### src/rtl/picorv32_mem_pkg.sv
// rtl/picorv32_mem_pkg.sv - shared types for the two-requester PicoRV32 memory arbiter
package picorv32_mem_pkg;

  typedef enum logic [1:0] {
    IDLE = 2'd0,
    OWN0 = 2'd1,
    OWN1 = 2'd2
  } arb_state_t;

  typedef struct packed {
    logic        valid;
    logic        instr;
    logic [31:0] addr;
    logic [31:0] wdata;
    logic [3:0]  wstrb;
  } mem_req_t;

  localparam logic [3:0] WSTRB_READ = 4'b0000;

  localparam mem_req_t MEM_REQ_IDLE = '{
    valid: 1'b0,
    instr: 1'b0,
    addr:  32'h0,
    wdata: 32'h0,
    wstrb: WSTRB_READ
  };

endpackage

### src/rtl/mem_wait_watchdog.sv
// rtl/mem_wait_watchdog.sv - saturating stall counter with sticky timeout flag for a native memory port
module mem_wait_watchdog #(
  parameter int TIMEOUT = 31
) (
  input  logic clk,
  input  logic reset,
  input  logic valid,
  input  logic ready,
  output logic timeout_err
);

  localparam logic [7:0] TIMEOUT_CNT = 8'(TIMEOUT);

  logic [7:0] cnt;

  // Counts consecutive stall cycles; any cycle without a pending stall restarts the count.
  always_ff @(posedge clk or posedge reset) begin
    if (reset) begin
      cnt         <= 8'd0;
      timeout_err <= 1'b0;
    end else if (valid && !ready) begin
      if (cnt == TIMEOUT_CNT) begin
        timeout_err <= 1'b1;
      end
      if (cnt != 8'hFF) begin
        cnt <= cnt + 8'd1;
      end
    end else begin
      cnt <= 8'd0;
    end
  end

endmodule

### src/rtl/picorv32_mem_arbiter.sv
// rtl/picorv32_mem_arbiter.sv - round-robin arbiter sharing one PicoRV32 native memory port between two requesters
module picorv32_mem_arbiter
  import picorv32_mem_pkg::*;
#(
  parameter int TIMEOUT    = 31,
  parameter bit RESET_PRIO = 1'b0
) (
  input  logic        clk,
  input  logic        reset,
  input  logic        m0_valid,
  input  logic        m0_instr,
  input  logic [31:0] m0_addr,
  input  logic [31:0] m0_wdata,
  input  logic [3:0]  m0_wstrb,
  output logic        m0_ready,
  output logic [31:0] m0_rdata,
  input  logic        m1_valid,
  input  logic        m1_instr,
  input  logic [31:0] m1_addr,
  input  logic [31:0] m1_wdata,
  input  logic [3:0]  m1_wstrb,
  output logic        m1_ready,
  output logic [31:0] m1_rdata,
  output logic        s_valid,
  output logic        s_instr,
  output logic [31:0] s_addr,
  output logic [31:0] s_wdata,
  output logic [3:0]  s_wstrb,
  input  logic        s_ready,
  input  logic [31:0] s_rdata,
  output logic [1:0]  grant,
  output logic        timeout_err
);

  arb_state_t state, state_next;
  logic       last, last_next;
  mem_req_t   req0, req1, sel;

  assign req0 = '{valid: m0_valid, instr: m0_instr, addr: m0_addr, wdata: m0_wdata, wstrb: m0_wstrb};
  assign req1 = '{valid: m1_valid, instr: m1_instr, addr: m1_addr, wdata: m1_wdata, wstrb: m1_wstrb};

  always_ff @(posedge clk or posedge reset) begin
    if (reset) begin
      state <= IDLE;
      last  <= ~RESET_PRIO;
    end else begin
      state <= state_next;
      last  <= last_next;
    end
  end

  always_comb begin
    state_next = state;
    last_next  = last;
    sel        = MEM_REQ_IDLE;
    m0_ready   = 1'b0;
    m0_rdata   = 32'h0;
    m1_ready   = 1'b0;
    m1_rdata   = 32'h0;
    grant      = 2'b00;
    case (state)
      IDLE: begin
        // On a tie the requester not served last wins.
        if (m0_valid && m1_valid) begin
          state_next = last ? OWN0 : OWN1;
        end else if (m0_valid) begin
          state_next = OWN0;
        end else if (m1_valid) begin
          state_next = OWN1;
        end
      end
      OWN0: begin
        sel      = req0;
        grant    = 2'b01;
        m0_ready = s_ready & m0_valid;
        m0_rdata = s_rdata;
        if (!m0_valid) begin
          state_next = IDLE;
        end else if (s_ready) begin
          state_next = IDLE;
          last_next  = 1'b0;
        end
      end
      OWN1: begin
        sel      = req1;
        grant    = 2'b10;
        m1_ready = s_ready & m1_valid;
        m1_rdata = s_rdata;
        if (!m1_valid) begin
          state_next = IDLE;
        end else if (s_ready) begin
          state_next = IDLE;
          last_next  = 1'b1;
        end
      end
      default: state_next = IDLE;
    endcase
  end

  assign s_valid = sel.valid;
  assign s_instr = sel.instr;
  assign s_addr  = sel.addr;
  assign s_wdata = sel.wdata;
  assign s_wstrb = sel.wstrb;

  mem_wait_watchdog #(
    .TIMEOUT(TIMEOUT)
  ) u_watchdog (
    .clk        (clk),
    .reset      (reset),
    .valid      (s_valid),
    .ready      (s_ready),
    .timeout_err(timeout_err)
  );

endmodule

### config.mk
export PLATFORM = sky130hd
export DESIGN_NAME = picorv32_mem_arbiter
export DESIGN_NICKNAME = d
export VERILOG_FILES = /design/src/rtl/picorv32_mem_pkg.sv /design/src/rtl/mem_wait_watchdog.sv /design/src/rtl/picorv32_mem_arbiter.sv
export SDC_FILE = /design/constraint.sdc
export NUM_CORES = 1
export LEC_CHECK = 0
export BUFFER_PORTS_ARGS = -buffer_cell sky130_fd_sc_hd__buf_2
export CORE_AREA = 3 3 122 124
export DETAILED_ROUTE_END_ITERATION = 8
export DIE_AREA = 0 0 125 127
export GPL_TIMING_DRIVEN = 0
export HOLD_SLACK_MARGIN = 0.08
export SKIP_CTS_REPAIR_TIMING = 1
export SYNTH_ARGS = -nofsm -noshare
export SYNTH_HDL_FRONTEND = slang
export SYNTH_SLANG_ARGS = --single-unit
### constraint.sdc
create_clock -name clk -period 2 [get_ports clk]
set_input_delay 0.2 -clock clk [delete_from_list [all_inputs] [get_ports clk]]
set_output_delay 0.2 -clock clk [all_outputs]
set_load 0.01 [all_outputs]
==> summary.txt <==
Global route
  • Total global routing overflow: 0
  • Initial antenna violation count: 1
  • Global-route wire length before repair: 17.4 mm
  • Total GRT Usage: 0.133
  • Pin count of the biggest net entering global routing: 13
  • Vias in the first global route: 3363

STA
  • Fmax: 0.505 GHz
  • Clock skew: 0.00359 ns
  • Final setup viols: 0
  • Slew Limit Fails: 0
  • RSZ-0062 raised after global routing: true
  • Setup ws final: 0.0206 ns
  • Worst Tran Pin Value: 0.468 ns
  • Final worst path period share: 0.990
  • Rel. slew slack: 0.687
  • Final worst path period need: 1.98 ns
  • Fin. Hold Viols: 0

Routing
  • Post-DR wirelength/cell: 14.9 µm
  • Drt total wl: 12.1 mm
  • TritonRoute pass-1 iters: 4
  • DR vias: 3562
  • Drt initial violations: 140
  • Vias/cell: 4.38
  • DRC violations left: 0
  • Final ANT Viol Nets: 0

Yosys
  • Cells after synthesis: 314
  • Post-synth ARST share: 1.00
  • Synth Area in Compound Gates: 0.290
  • Yosys top cell by area: a22oi_1
  • EDFF count, synth: 0
  • Synth Area in Adders: 0.0379
  • Syn Nets: 496
  • Synth Area in Simple Gates: 0.458
  • Top FF cell, synth: dfrtp_1
  • Most common cell in the netlist: a22oi_1
  • Synth top cells by count: 71 x a22oi_1, 70 x nor2b_1, 65 x and2_1, 16 x clkbuf_1, 13 x buf_2
  • Cell Area, Synth: 2310 µm²
  • Post-synth cell types: 38
  • Avg Inst Size Synth: 7.36 µm²
  • Synth Register Bits: 12
  • Yosys warnings: 0
  • Portion of netlist area occupied by mux cells: 0.00867
  • Yosys top cell area share: 0.231
  • Post-Synth XOR/XNOR Area: 0
  • Area contributors post-synth: a22oi_1 23%, nor2b_1 19%, and2_1 18%
  • Sequential area share after synthesis: 0.131
  • Combinational family with the most area after synthesis: simple AND/OR/NAND/NOR gates

CTS
  • Clock Latency Late Sink: 0.24 ns
  • CTS sink cnt: 12
  • CTS tree: done
  • H-tree depth: 1
  • Clk buf depth: 2
  • Total CTS buffers: 3
  • Clk root buf: clkbuf_16
  • Clock Pin Slew Worst Setup and Hold Paths: 0.04 ns

Power
  • PnR Total Power: 0.00500 W
  • Pwr dens: 1150 nW/µm²
  • Max VDD drop: 386 µV
  • Leak: 2.37 nW

Finish
  • Area grow syn2layout: 87.7%
  • Fillers: 1526
  • Share of cells above drive strength 1: 0.580
  • Layout Nets: 816
  • ANT cells: 0

Die
  • Floorplan die width: 125 µm
  • FP Rows: 43
  • I/O Pins: 314
  • Core Footprint: 13900 µm²
  • DIE AREA: 15900 µm²
  • Die Height: 127 µm
  • Starting Density: 0.166

Setup path
  • Setup CP Type: reg2out
  • Startpoint Class: flip-flop
  • Critical Path RT: 1.80 ns
  • Crit path capture type: output port
  • WP data arrival: 1.78 ns
  • CP max FO: 10

Hold path
  • Worst Hold Class: in2reg

Placed design
  • Dpl hpwl: 10.0 mm
  • Setup WS pre-CTS: -0.231 ns
  • # port buffers: 313
  • RD Place Congestion: 0.810

Outcome
  • Outcome: complete, no violations

Job
  • Max Cap Viol: 0
## power breakdown
group / internal (W) / leakage (nW) / switching, W
clock network: 0.000302 / 0.0442 / 0.000108
logic: 0.00200 / 2.17 / 0.00226
registers: 0.000288 / 0.159 / 0.0000504
## registers in the layout (all words and copies together), names as in the netlist
name	count
u_watchdog.cnt	8
last	1
state	2
u_watchdog.timeout_err	1
## area by class of cell
type | instances | area (µm²) | share of cell area
plain buffers | 32 | 245 | 0.0566
clock buffers | 4 | 88.8 | 0.0205
inverters | 5 | 18.8 | 0.00433
multi-input cells | 265 | 1870 | 0.431
flip-flops and latches | 12 | 304 | 0.0701
well taps | 180 | 225 | 0.0519
repair buffers | 315 | 1580 | 0.365
## final timing paths
check / start / endpoint / slack [ns] / depth (start not counted)
hold reg to reg: u_watchdog.timeout_err / u_watchdog.timeout_err / 0.49 / 1
setup / recovery: state[1] / s_wdata[27] / 0.02 / 7
setup reg to reg: u_watchdog.cnt[0] / u_watchdog.cnt[3] / 0.45 / 5
hold / removal: m1_valid / state[1] / 0.33 / 2
min in group asynchronous: reset / u_watchdog.cnt[0] / 0.51 / 3
max in group asynchronous: reset / state[0] / 1.14 / 3
## cells in the final DEF (no fill, tap or decap), types with 2 or more instances in the layout
cell | netlist | layout
nand2b_1 | 3 | 3
nor2b_1 | 70 | 70
a211oi_2 | 2 | 2
clkbuf_2 | 0 | 12
mux2i_1 | 2 | 2
ha_2 | 0 | 2
dfrtp_2 | 0 | 2
buf_6 | 2 | 5
buf_12 | 0 | 2
nand3_1 | 7 | 7
nand2_1 | 3 | 3
clkbuf_16 | 0 | 3
dfrtp_1 | 11 | 9
ha_4 | 0 | 2
nand4_1 | 2 | 2
and2_1 | 65 | 65
a32o_1 | 2 | 2
clkbuf_4 | 0 | 3
ha_1 | 7 | 3
inv_2 | 0 | 2
a21oi_1 | 5 | 5
nor3_2 | 2 | 2
inv_1 | 5 | 3
nor3_1 | 2 | 2
buf_2 | 13 | 315
a22oi_1 | 71 | 70
o31ai_1 | 2 | 2
and3_1 | 4 | 4
nand3b_1 | 2 | 2
buf_4 | 1 | 8
## cell families after synthesis
| family | Yosys count |
|---|---|
| and+or+nand+nor | 168 |
| adders and majority gates | 7 |
| muxes | 2 |
| DFF | 12 |
| AOI/OAI and AO/OA | 88 |
| buffers and inverters | 37 |
## per-stage QoR
stage	TNS, ns	cells	utilization	hold slack (ns)	area [µm²]
2_1_floorplan	0	314	-	0.0640	2310
3_3_place_gp	-8.43	807	0.295	0.236	4100
3_5_place_dp	-7.01	807	0.295	0.236	4100
4_1_cts	-36.31	811	0.302	-0.0219	4190
5_1_grt	-0.773	813	0.312	0.341	4340
6_report	0	813	0.312	0.325	4340
## routing by layer
metal,track usage,wire length [µm],share of wire,vias to the layer above
met5,0,0,0,-
li1,-,-,-,1751
met3,0.0184,1020,0.084,5
met4,0.0191,68,0.0056,0
met2,0.234,5900,0.49,197
met1,0.178,5100,0.42,1609
## critical path: stages, from the launching register on
cell and delay, ns:
dfrtp_2 0.44, inv_2 0.12, ha_4 0.18, buf_6 0.17
buf_4 0.20, a22oi_1 0.08, nor2b_1 0.18, buf_2 0.17
Power figures use the tool's default switching activity.
